**config.mk**
```make
export PLATFORM = sky130hd
export DESIGN_NAME = seq_divider
export DESIGN_NICKNAME = d
export VERILOG_FILES = /design/src/rtl/seq_divider.sv
export SDC_FILE = /design/constraint.sdc
export NUM_CORES = 1
export LEC_CHECK = 0
export CELL_PAD_IN_SITES_DETAIL_PLACEMENT = 1
export CELL_PAD_IN_SITES_GLOBAL_PLACEMENT = 2
export CORE_ASPECT_RATIO = 2
export CORE_MARGIN = 2
export CORE_UTILIZATION = 32
export CTS_BUF_LIST = sky130_fd_sc_hd__clkbuf_2
export DETAILED_ROUTE_END_ITERATION = 12
export PLACE_DENSITY_LB_ADDON = 0.1
export SLEW_MARGIN = 0
export SYNTH_ARGS = -nofsm -noshare
export SYNTH_HDL_FRONTEND = slang
export SYNTH_SLANG_ARGS = --single-unit
```
**constraint.sdc**
```tcl
create_clock -name clk -period 5.5 [get_ports clk]
set_input_delay 0.825 -clock clk [delete_from_list [all_inputs] [get_ports clk]]
set_output_delay 0.825 -clock clk [all_outputs]
set_load 0.05 [all_outputs]
```
**src/rtl/seq_divider.sv**
```systemverilog
// ----------------------------------------------------------------------------
// seq_divider
//   Multi-cycle unsigned restoring divider, one quotient bit per clock.
//   Sits beside the ALU as the iterative divide unit of the CPU datapath.
//
//   A launch seen while idle latches the operands and runs WIDTH shift/subtract
//   iterations (busy high for exactly WIDTH cycles). A zero divisor is resolved
//   in the launch cycle: quotient = all ones, remainder = dividend, and
//   div_by_zero is raised. Results hold until the next accepted launch or reset.
//
//   Optional feature (macro DIVIDER_DONE_PULSE_EN): adds a registered one-cycle
//   'done' pulse in the cycle after a result becomes valid (normal completion
//   or immediate divide-by-zero completion).
//
// Parameters:
//   WIDTH        operand / result width (>= 2)
//
// Ports:
//   clk          clock, rising-edge
//   reset        synchronous active-high reset, priority over launch
//   launch       start request, honoured only while busy = 0
//   dividend     unsigned dividend, sampled on the accepted launch edge
//   divisor      unsigned divisor, sampled on the accepted launch edge
//   busy         high while iterating
//   div_by_zero  last accepted launch had divisor == 0
//   quotient     result quotient, valid while busy = 0
//   remainder    result remainder, valid while busy = 0
//   done         (DIVIDER_DONE_PULSE_EN only) one-cycle completion pulse
// ----------------------------------------------------------------------------
module seq_divider #(
    parameter int unsigned WIDTH = 4
) (
    input  logic             clk,
    input  logic             reset,
    input  logic             launch,
    input  logic [WIDTH-1:0] dividend,
    input  logic [WIDTH-1:0] divisor,
    output logic             busy,
    output logic             div_by_zero,
    output logic [WIDTH-1:0] quotient,
    output logic [WIDTH-1:0] remainder
`ifdef DIVIDER_DONE_PULSE_EN
    ,
    output logic             done
`endif
);

    // Iteration counter only needs to reach WIDTH-1.
    localparam int unsigned CNT_W = (WIDTH > 2) ? $clog2(WIDTH) : 1;
    localparam int unsigned EXT_W = WIDTH + 1;

    typedef enum logic [0:0] {
        IDLE = 1'b0,
        RUN  = 1'b1
    } state_t;

    state_t               state_q, state_d;
    logic [WIDTH-1:0]     quo_q, quo_d;
    logic [WIDTH-1:0]     rem_q, rem_d;
    logic [WIDTH-1:0]     dvsr_q, dvsr_d;
    logic [CNT_W-1:0]     cnt_q, cnt_d;
    logic                 dbz_q, dbz_d;
    logic                 busy_q, busy_d;

    logic [EXT_W-1:0]     shifted;
    logic [EXT_W-1:0]     trial;
    logic                 fits;
    logic                 last_iter;

    // Trial subtraction on the shifted partial remainder. Because the partial
    // remainder is always below the divisor, the shifted value is below twice
    // the divisor, so the MSB of the WIDTH+1-bit difference is a clean borrow.
    always_comb begin
        shifted   = {rem_q, quo_q[WIDTH-1]};
        trial     = shifted - {1'b0, dvsr_q};
        fits      = ~trial[EXT_W-1];
        last_iter = (cnt_q == CNT_W'(WIDTH - 1));
    end

    // State and datapath registers.
    always_ff @(posedge clk) begin
        if (reset) begin
            state_q <= IDLE;
            quo_q   <= '0;
            rem_q   <= '0;
            dvsr_q  <= '0;
            cnt_q   <= '0;
            dbz_q   <= 1'b0;
            busy_q  <= 1'b0;
        end else begin
            state_q <= state_d;
            quo_q   <= quo_d;
            rem_q   <= rem_d;
            dvsr_q  <= dvsr_d;
            cnt_q   <= cnt_d;
            dbz_q   <= dbz_d;
            busy_q  <= busy_d;
        end
    end

    // Next-state and datapath update.
    always_comb begin
        state_d = state_q;
        quo_d   = quo_q;
        rem_d   = rem_q;
        dvsr_d  = dvsr_q;
        cnt_d   = cnt_q;
        dbz_d   = dbz_q;
        busy_d  = busy_q;

        unique case (state_q)
            IDLE: begin
                if (launch) begin
                    if (divisor == '0) begin
                        // Resolved immediately; no iterations.
                        dbz_d = 1'b1;
                        quo_d = '1;
                        rem_d = dividend;
                    end else begin
                        dbz_d   = 1'b0;
                        quo_d   = dividend;
                        rem_d   = '0;
                        dvsr_d  = divisor;
                        cnt_d   = '0;
                        busy_d  = 1'b1;
                        state_d = RUN;
                    end
                end
            end

            RUN: begin
                // Shift {remainder, quotient} left; new quotient LSB is the
                // outcome of the trial subtraction.
                quo_d = {quo_q[WIDTH-2:0], fits};
                rem_d = fits ? trial[WIDTH-1:0] : shifted[WIDTH-1:0];
                if (last_iter) begin
                    cnt_d   = '0;
                    busy_d  = 1'b0;
                    state_d = IDLE;
                end else begin
                    cnt_d = cnt_q + CNT_W'(1);
                end
            end

            default: begin
                state_d = IDLE;
                busy_d  = 1'b0;
                cnt_d   = '0;
            end
        endcase
    end

`ifdef DIVIDER_DONE_PULSE_EN
    // Pulse follows the edge at which a result becomes valid.
    always_ff @(posedge clk) begin
        if (reset) begin
            done <= 1'b0;
        end else begin
            done <= ((state_q == RUN) && last_iter) ||
                    ((state_q == IDLE) && launch && (divisor == '0));
        end
    end
`endif

    assign busy        = busy_q;
    assign div_by_zero = dbz_q;
    assign quotient    = quo_q;
    assign remainder   = rem_q;

endmodule

```
======== Yosys cells after proc, flatten, opt, wreduce, memory -nomap -nowiden ========
Cells that the tools add are included.
storage, ports and cells
  register bits after elaboration ......... 17
  input port bits ......................... 11
  output and inout port bits .............. 10
  logic and storage cells ................. 41
operators by class
  $add $sub $neg .......................... 2
  equality and inequality tests ........... 4
  mux-type cells .......................... 20
  bitwise operators ....................... 3
  reduce and logical (&&, ||, !) cells .... 5
operator list
  kind                   number
  $mux W4                5
  $pmux W4 S2            2
  $mux W1                7
  $mux W2                3
  $reduce_and A3 Y1      2
  $sub A5 B4 Y5          1
  $logic_not A4 Y1       1
  $ne A2 B2 Y1 const B   2
  $pmux W1 S2            2
  $pmux W2 S2            1
  $reduce_and A2 Y1      2
  $not A1 Y1             3
  $add A2 B1 Y2 const B  1
  $eq A2 B2 Y1 const B   1
  $ne A2 B1 Y1 const B   1

======== Depth between registers and ports, before layout ========
Gate-level depths: netlist (run 1).
  word-level depth ........................ 4
  mapped depth ............................ 9
  gate-level depth less buffers ........... 8

======== Worst setup path after synthesis (run 1) ========
Ideal clock, no wire load.
  path kind ............................... reg-to-reg
  start ................................... register quo_q[3], in the netlist quotient[3]
  end ..................................... register rem_q[3], in the netlist remainder[3]
  library setup time ...................... 0.088 ns
  arrival time ............................ 2.051 ns
  required time ........................... 5.412 ns
  slack ................................... 3.361 ns
  cell stages (with the launch flop) ...... 10
  buffers on the path ..................... 1
  clock period less this slack ............ 2.139 ns
  path through ............................ dfxtp_1 -> inv_1 -> ha_1 -> inv_1 -> fa_1 -> nand3_1 -> a21bo_1 -> clkbuf_1 -> a21bo_2 -> a311oi_2
between the ends
  word-level cells in the longest chain between the ends .. 3
ends and longest elaborated chain
  element                 line  text
  from (decl)             58    logic [WIDTH-1:0] quo_q, quo_d;
  from (signal assigned)  92    quo_q <= quo_d;
  $sub A5 B4 Y5           75    trial = shifted - {1'b0, dvsr_q};
  $mux W4                 135   rem_d = fits ? trial[WIDTH-1:0] : shifted[WIDTH-1:0];
  $pmux W4 S2             111   unique case (state_q)
  to (signal assigned)    93    rem_q <= rem_d;
  to (decl)               59    logic [WIDTH-1:0] rem_q, rem_d;
Every way passes these cells.
A chain may end at the register's enable or synchronous reset.

======== Worst setup path in the final report (run 1) ========
  start ................................... register rem_q[0], in the netlist remainder[0]
  end ..................................... output remainder[0]
RTL lines
  element    line  text
  to (decl)  41    output logic [WIDTH-1:0] remainder
No word-level cell between the ends.

==> results.md, run 1 <==
- Delay-heaviest family, CP: buffers and inverters
- Fraction of registers with async set/reset: 0
- Sw frac: 0.381
- Number of I/O port buffers: 20
- GRT Resource Usage Total: 0.156
- CTS sink count: 17
- DR vias/cell: 5.51
- CTS tree: done
- Seq pwr share: 0.461
- RSZ-0062 raised after global routing: false
- Worst Path Class, Setup: flip-flop to output pin
- Number of routed nets with antenna violations: 0
- Area after DPL: 1190 sq um
- CTS Hold Bufs: 0
- Vias in the first global route: 943
- Crit start category: flip-flop
- Pre-CTS setup slack: 2.83 ns
- Crit-path max cell delay: 0.84 ns
- DRT Wirelength: roughly 2500 um
- Min-Delay Path Depth: 2
- Critical path's slowest cell: clkdlybuf4s50_1
- DR pass1 iterations: 3
- Mapped Nets: 134
- Vias: roughly 900
- Syn_area_per_cell: 8.39 sq um
- Root buf cell: clkbuf_2
- Setup-failing EPs final: 0
- N_diodes: 0
- Ys Warns: 0
- Final WS setup: slightly above 3 ns
- Top cells by area, synth: dfxtp_1 35%, a21oi_1 8.7%, ha_1 6.4%, nor2_1 5.7%, a211o_1 3.6%
- Hold Vio Cnt, Final: 0
- CP Buf/Inv Count: 1
- Core region area: 2940 sq um
- Worst endpoint data arrival time: 1.63 ns
- Cell taking the most area after synthesis: dfxtp_1
- Most common cell after layout, fill and taps aside: clkdlybuf4s50_1
- Netlist cell types: 33
- VDD IR-drop max: 157 uV
- Seq/Total Area, Yosys: 0.346
- Reg2reg path depth: 8
- Post-cts resize count: 0
- Max FO, Critical Path: 5
- Worst-path clk slew: 0.19 ns
- Setup TNS: 0 ns
- GPL Wtd Cong: ~0.71
- Flops & latches, synth: 17
- Die ar.: 3560 sq um
- Post-CTS Setup Bufs: 0
- Die width: 43.2 um
- Commonest register cell after synthesis: dfxtp_1
- Total gr overflow: 0
- Max Transition Viols Final: 0
- F_max: just over 0.4 GHz
- Crit. End Element: output pin
- Drt drc: 0
- Worst Skew: between 0.015 and 0.02 ns
- EDFF count, synth: 0
- Comb pwr share: 0.347
- Starting DRC count in detailed routing: 22
- Top-level port count: 21
- Initial antenna violation count: 0
- CTS max path bufs: 2
- Largest net degree at the start of global routing: 25
- Min-delay worst type: flip-flop to flip-flop
- H-tree Lvls: 1
- Num CTS Buffers: 3
- Switching power: between 0.1 and 0.15 mW
- Critical path depth in cells: 1
- Mapped Area: 982 sq um
- Worst endpoint required time: around 4.7 ns
- DP HPWL: ~2000 um
- Status: finished, final reports clean
- Post-Syn Instances: 117
- PwrDens: 258 nW/um^2
- Slew HR: 0.470
- Tmin final: 2.46 ns
- Slew @ Worst Pin: 0.794 ns
- WL per Instance: 15.0 um
- Row cnt: 28
- Pleak: 0.476 nW
- Layout cells sized above 1: 0.0821
- First-pass GRT wire length: 4250 um
- CP Cell Sequence: clkdlybuf4s50_1
- Die H: 82.4 um
- Worst skew pair latency: 0.31 ns
- Layout area overhead: 23.7%
- # Max-Cap Violations: 0
- Tcrit/Tclk final: 0.446
- Commonest non-fill, non-tap cells in the layout: 20 x clkdlybuf4s50_1, 17 x a21oi_1, 17 x dfxtp_1
- Power share of the clock group: 0.192
- Nets: 152
- Synth top area share: 0.346
- Effective utilization at floorplan: 0.334
- Final Cell Area: roughly 1200 sq um
- Cell Int Power: 0.194 mW
## final cells by class
type	count	area, sq um
flip-flops and latches	17	340
clock inverters	1	7.51
inverters	6	22.5
fillers	364	1730
clock buffers	3	15.0
well taps	30	37.5
repair buffers	20	200
multi-input cells	87	592
## layer usage
metal  vias to the layer above  wire length (um)  track usage
met5                         -                 0            0
met1                       445              1020        0.171
li1                        449                 -            -
met4                         0                21       0.0727
met3                         2                31       0.0130
met2                         7              1390        0.291
## sequential cells by signal, indices dropped and copies added, names as in the netlist
| name | cells |
|---|---|
| remainder | 4 |
| busy | 1 |
| div_by_zero | 1 |
| dvsr_q | 4 |
| cnt_q | 2 |
| quotient | 4 |
| state_q | 1 |
## synthesized netlist by cell type, types with 2 or more instances
master / instances
inv_1: 6
nand2b_1: 2
a211o_1: 4
clkbuf_1: 5
nand3_1: 4
a211oi_1: 3
mux2i_1: 2
and3_1: 3
a21o_1: 2
dfxtp_1: 17
nor2b_1: 2
nor4_2: 2
nand2_1: 8
o21ai_0: 2
nor2_1: 15
and4_1: 2
a21oi_1: 17
a21bo_2: 2
ha_1: 5
## power by group through the flow
| stage | Combinational, mW | Sequential [mW] | Clock (mW) |
|---|---|---|---|
| final | 0.109 | 0.145 | 0.0601 |
| after global routing | 0.121 | 0.147 | 0.0676 |
| after CTS | 0.111 | 0.145 | 0.0658 |
| after detailed placement | 0.110 | 0.148 | 0 |
| after global placement | 0.109 | 0.147 | 0 |
| after floorplan | 0.0569 | 0.164 | 0 |
## kinds of logic after synthesis
family                   after synthesis  share of synthesized area
XOR/XNOR                               1                    0.00892
AO/OA/AOI/OAI                         34                      0.231
multiplexers                           2                     0.0204
AND/OR/NAND/NOR                       44                      0.259
buffers and inverters                 13                     0.0509
flip-flops                            17                      0.347
adder cells (fa/ha/maj)                6                     0.0841
## stage by stage
step	util	power, mW	hold WS [ns]	instances
after floorplan	-	0.221	0.465	117
after global placement	0.405	0.256	0.461	160
after detailed placement	0.405	0.258	0.471	160
after CTS	0.413	0.321	0.494	164
after global routing	0.413	0.335	0.505	164
final	0.413	0.314	0.483	164
## path summary, 6_finish.rpt
check	from	end	slack, ns
worst max-delay path	remainder[0]	remainder[0]	3.04
worst min-delay path	busy	busy	0.48
worst max register to register	quotient[3]	remainder[3]	3.40
worst min register to register	busy	busy	0.48
(Power assumes the default switching activity.)
==> run 2, diff against run 1 <==
CORE_UTILIZATION = 27   (was 32)
clock period = 2.01 ns   (was 5.5 ns; I/O delays follow)
==> run 2 against run 1 <==
Against the previous run: cell area increased by 11%; wire length grew 9.8%; critical endpoint unchanged; largest power group unchanged; sequential share of layout area fell by 2.5 points; worst hold slack lost 0.012 ns; clock power grew to 2.7 times the previous value; register-to-register slack got worse by 3.2 ns; critical path depth unchanged; critical path type unchanged; global-route usage is essentially flat; highest routed layer unchanged.
==> results.md, run 2 (synthesis gave the netlist of run 1 again) <==
- Status: finished, final reports clean
- CTS Hold Bufs: 0 (unchanged)
- R2r setup slk: 0.16 ns (-3.24 ns)
- Vias in the first global route: 1017 (+7.8%)
- Die width: 46.7 um (+8.0%)
- Die ar.: 4170 sq um (+17%)
- Row cnt: 31 (+11%)
- WL per Instance: 13.9 um (-7.2%)
- Final Cell Area: 1340 sq um (+11%)
- GRT Resource Usage Total: 0.155 (-0.000341)
- DP HPWL: 2120 um (+9.0%)
- Crit start category: flip-flop
- Initial antenna violation count: 0 (unchanged)
- Switching power: 0.336 mW (+180%)
- CP Buf/Inv Count: 1 (unchanged)
- Root buf cell: clkbuf_2
- Cell Int Power: 0.569 mW (+190%)
- Top-level port count: 21 (unchanged)
- Layout area overhead: 36.8%
- CTS tree: done
- Highest routing layer actually used: met4
- # Max-Cap Violations: 0 (unchanged)
- CTS max path bufs: 2 (unchanged)
- DR WL met3: 40 um (+29%)
- Starting DRC count in detailed routing: 10 (-55%)
- Number of routed nets with antenna violations: 0 (unchanged)
- Setup TNS: 0 ns (unchanged)
- RSZ-0062 raised after global routing: false
- N_diodes: 0 (unchanged)
- Worst Skew: 0.0192 ns (+0.00340 ns)
- H-tree Lvls: 1 (unchanged)
- Core region area: 3570 sq um (+21%)
- Number of I/O port buffers: 20 (unchanged)
- Slew HR: 0.614 (+0.144)
- DR pass1 iterations: 4 (+1)
- Max FO, Critical Path: 5 (unchanged)
- Worst endpoint data arrival time: 1.60 ns (-0.03 ns)
- Drt drc: 0 (unchanged)
- Pwr Total: 0.906 mW (+190%)
- Met2 wire len: 1560 um (+12%)
- GPL Wtd Cong: 0.712 (+0.59%)
- Setup-failing EPs final: 0 (unchanged)
- DRT Wirelength: 2710 um (+9.8%)
- Layout cells sized above 1: 0.186 (+0.104)
- CTS sink count: 17 (unchanged)
- Slew @ Worst Pin: 0.578 ns (-0.217 ns)
- Nets: 163 (+7.2%)
- Fin util: 0.377 (-0.0363)
- Die H: 89.3 um (+8.4%)
- Comb pwr share: 0.397 (+0.050)
- Hold Vio Cnt, Final: 0 (unchanged)
- Worst Path Class, Setup: flip-flop to output pin
- CP Cell Sequence: clkdlybuf4s50_1
- Min-delay src: busy
- Tmin final: 1.90 ns
- Worst setup path start: remainder[0]
- Crit-path max cell delay: 0.84 ns (about the same)
- Min-delay worst type: flip-flop to flip-flop
- Crit. End Element: output pin
- Critical path's slowest cell: clkdlybuf4s50_1
- Vias: 950 (+5.2%)
- Tcrit/Tclk final: 0.946
- Seq pwr share: 0.425 (-0.036)
- Worst-path clk slew: 0.19 ns (about the same)
- Area after DPL: 1310 sq um (+9.4%)
- Effective utilization at floorplan: 0.275 (-0.0585)
- Max Transition Viols Final: 0 (unchanged)
- DR vias/cell: 4.90 (-11%)
- F_max: 0.526 GHz
- Delay-heaviest family, CP: buffers and inverters
- Most common cell after layout, fill and taps aside: clkdlybuf4s50_1
- VDD IR-drop max: 261 uV (+66%)
- PwrDens: 674 nW/um^2 (+160%)
- Largest net degree at the start of global routing: 24 (-4.0%)
- First-pass GRT wire length: 4630 um (+8.9%)
- Worst skew pair latency: 0.31 ns (about the same)
- Commonest non-fill, non-tap cells in the layout: 20 x clkdlybuf4s50_1, 17 x a21oi_1, 15 x nor2_1, 15 x dfxtp_1, 10 x buf_4
- Total gr overflow: 0 (unchanged)
- Worst r2r src: quotient[3]
- Worst endpoint required time: 1.71 ns (-2.97 ns)
- Pleak: 0.540 nW (+13%)
- Metal-1 WL: 1080 um (+5.9%)
- Num CTS Buffers: 3 (unchanged)
- Sw frac: 0.371 (-0.00960)
- Hold slack final: 0.471 ns (-0.0117 ns)
- Power share of the clock group: 0.178 (-0.014)
-- run 2: final timing paths --
check | endpoint | depth (start not counted)
setup / recovery | remainder[0] | 1
hold / removal | busy | 2
setup reg to reg | remainder[1] | 9
hold reg to reg | busy | 2
-- run 2: per-stage QoR --
stage | setup slack [ns] | cells
3_3_place_gp | 0.0999 | 189
6_report | 0.108 | 194
3_5_place_dp | 0.0691 | 189
4_1_cts | 0.0621 | 193
5_1_grt | 0.0145 | 194
2_1_floorplan | 0.0518 | 117
-- run 2: area by class of cell --
| class | count | area (sq um) |
|---|---|---|
| sequential | 17 | 343 |
| tap | 49 | 61.3 |
| timing repair buffer | 31 | 295 |
| clock buffer | 3 | 15.0 |
| fill | 453 | 2220 |
| multi-input combinational | 87 | 602 |
| clock inverter | 1 | 5.00 |
| inverter | 6 | 22.5 |
-- run 2: power groups by stage --
| stage | clock [mW] | combinational, mW | sequential (mW) |
|---|---|---|---|
| 4_1_cts | 0.175 | 0.350 | 0.386 |
| 2_1_floorplan | 0 | 0.156 | 0.450 |
| 5_1_grt | 0.190 | 0.397 | 0.390 |
| 3_3_place_gp | 0 | 0.344 | 0.392 |
| 3_5_place_dp | 0 | 0.348 | 0.393 |
| 6_report | 0.161 | 0.360 | 0.385 |
-- run 2: timing repair --
item,in CTS,in global routing
buffers inserted,0,1
resized for setup,0,4
setup endpoints to repair,0,4
-- run 2: metal layers --
layer  vias up  GRT usage
met4         0     0.0758
li1        473          -
met3         2     0.0141
met5         -          0
met2         7      0.274
met1       468      0.177
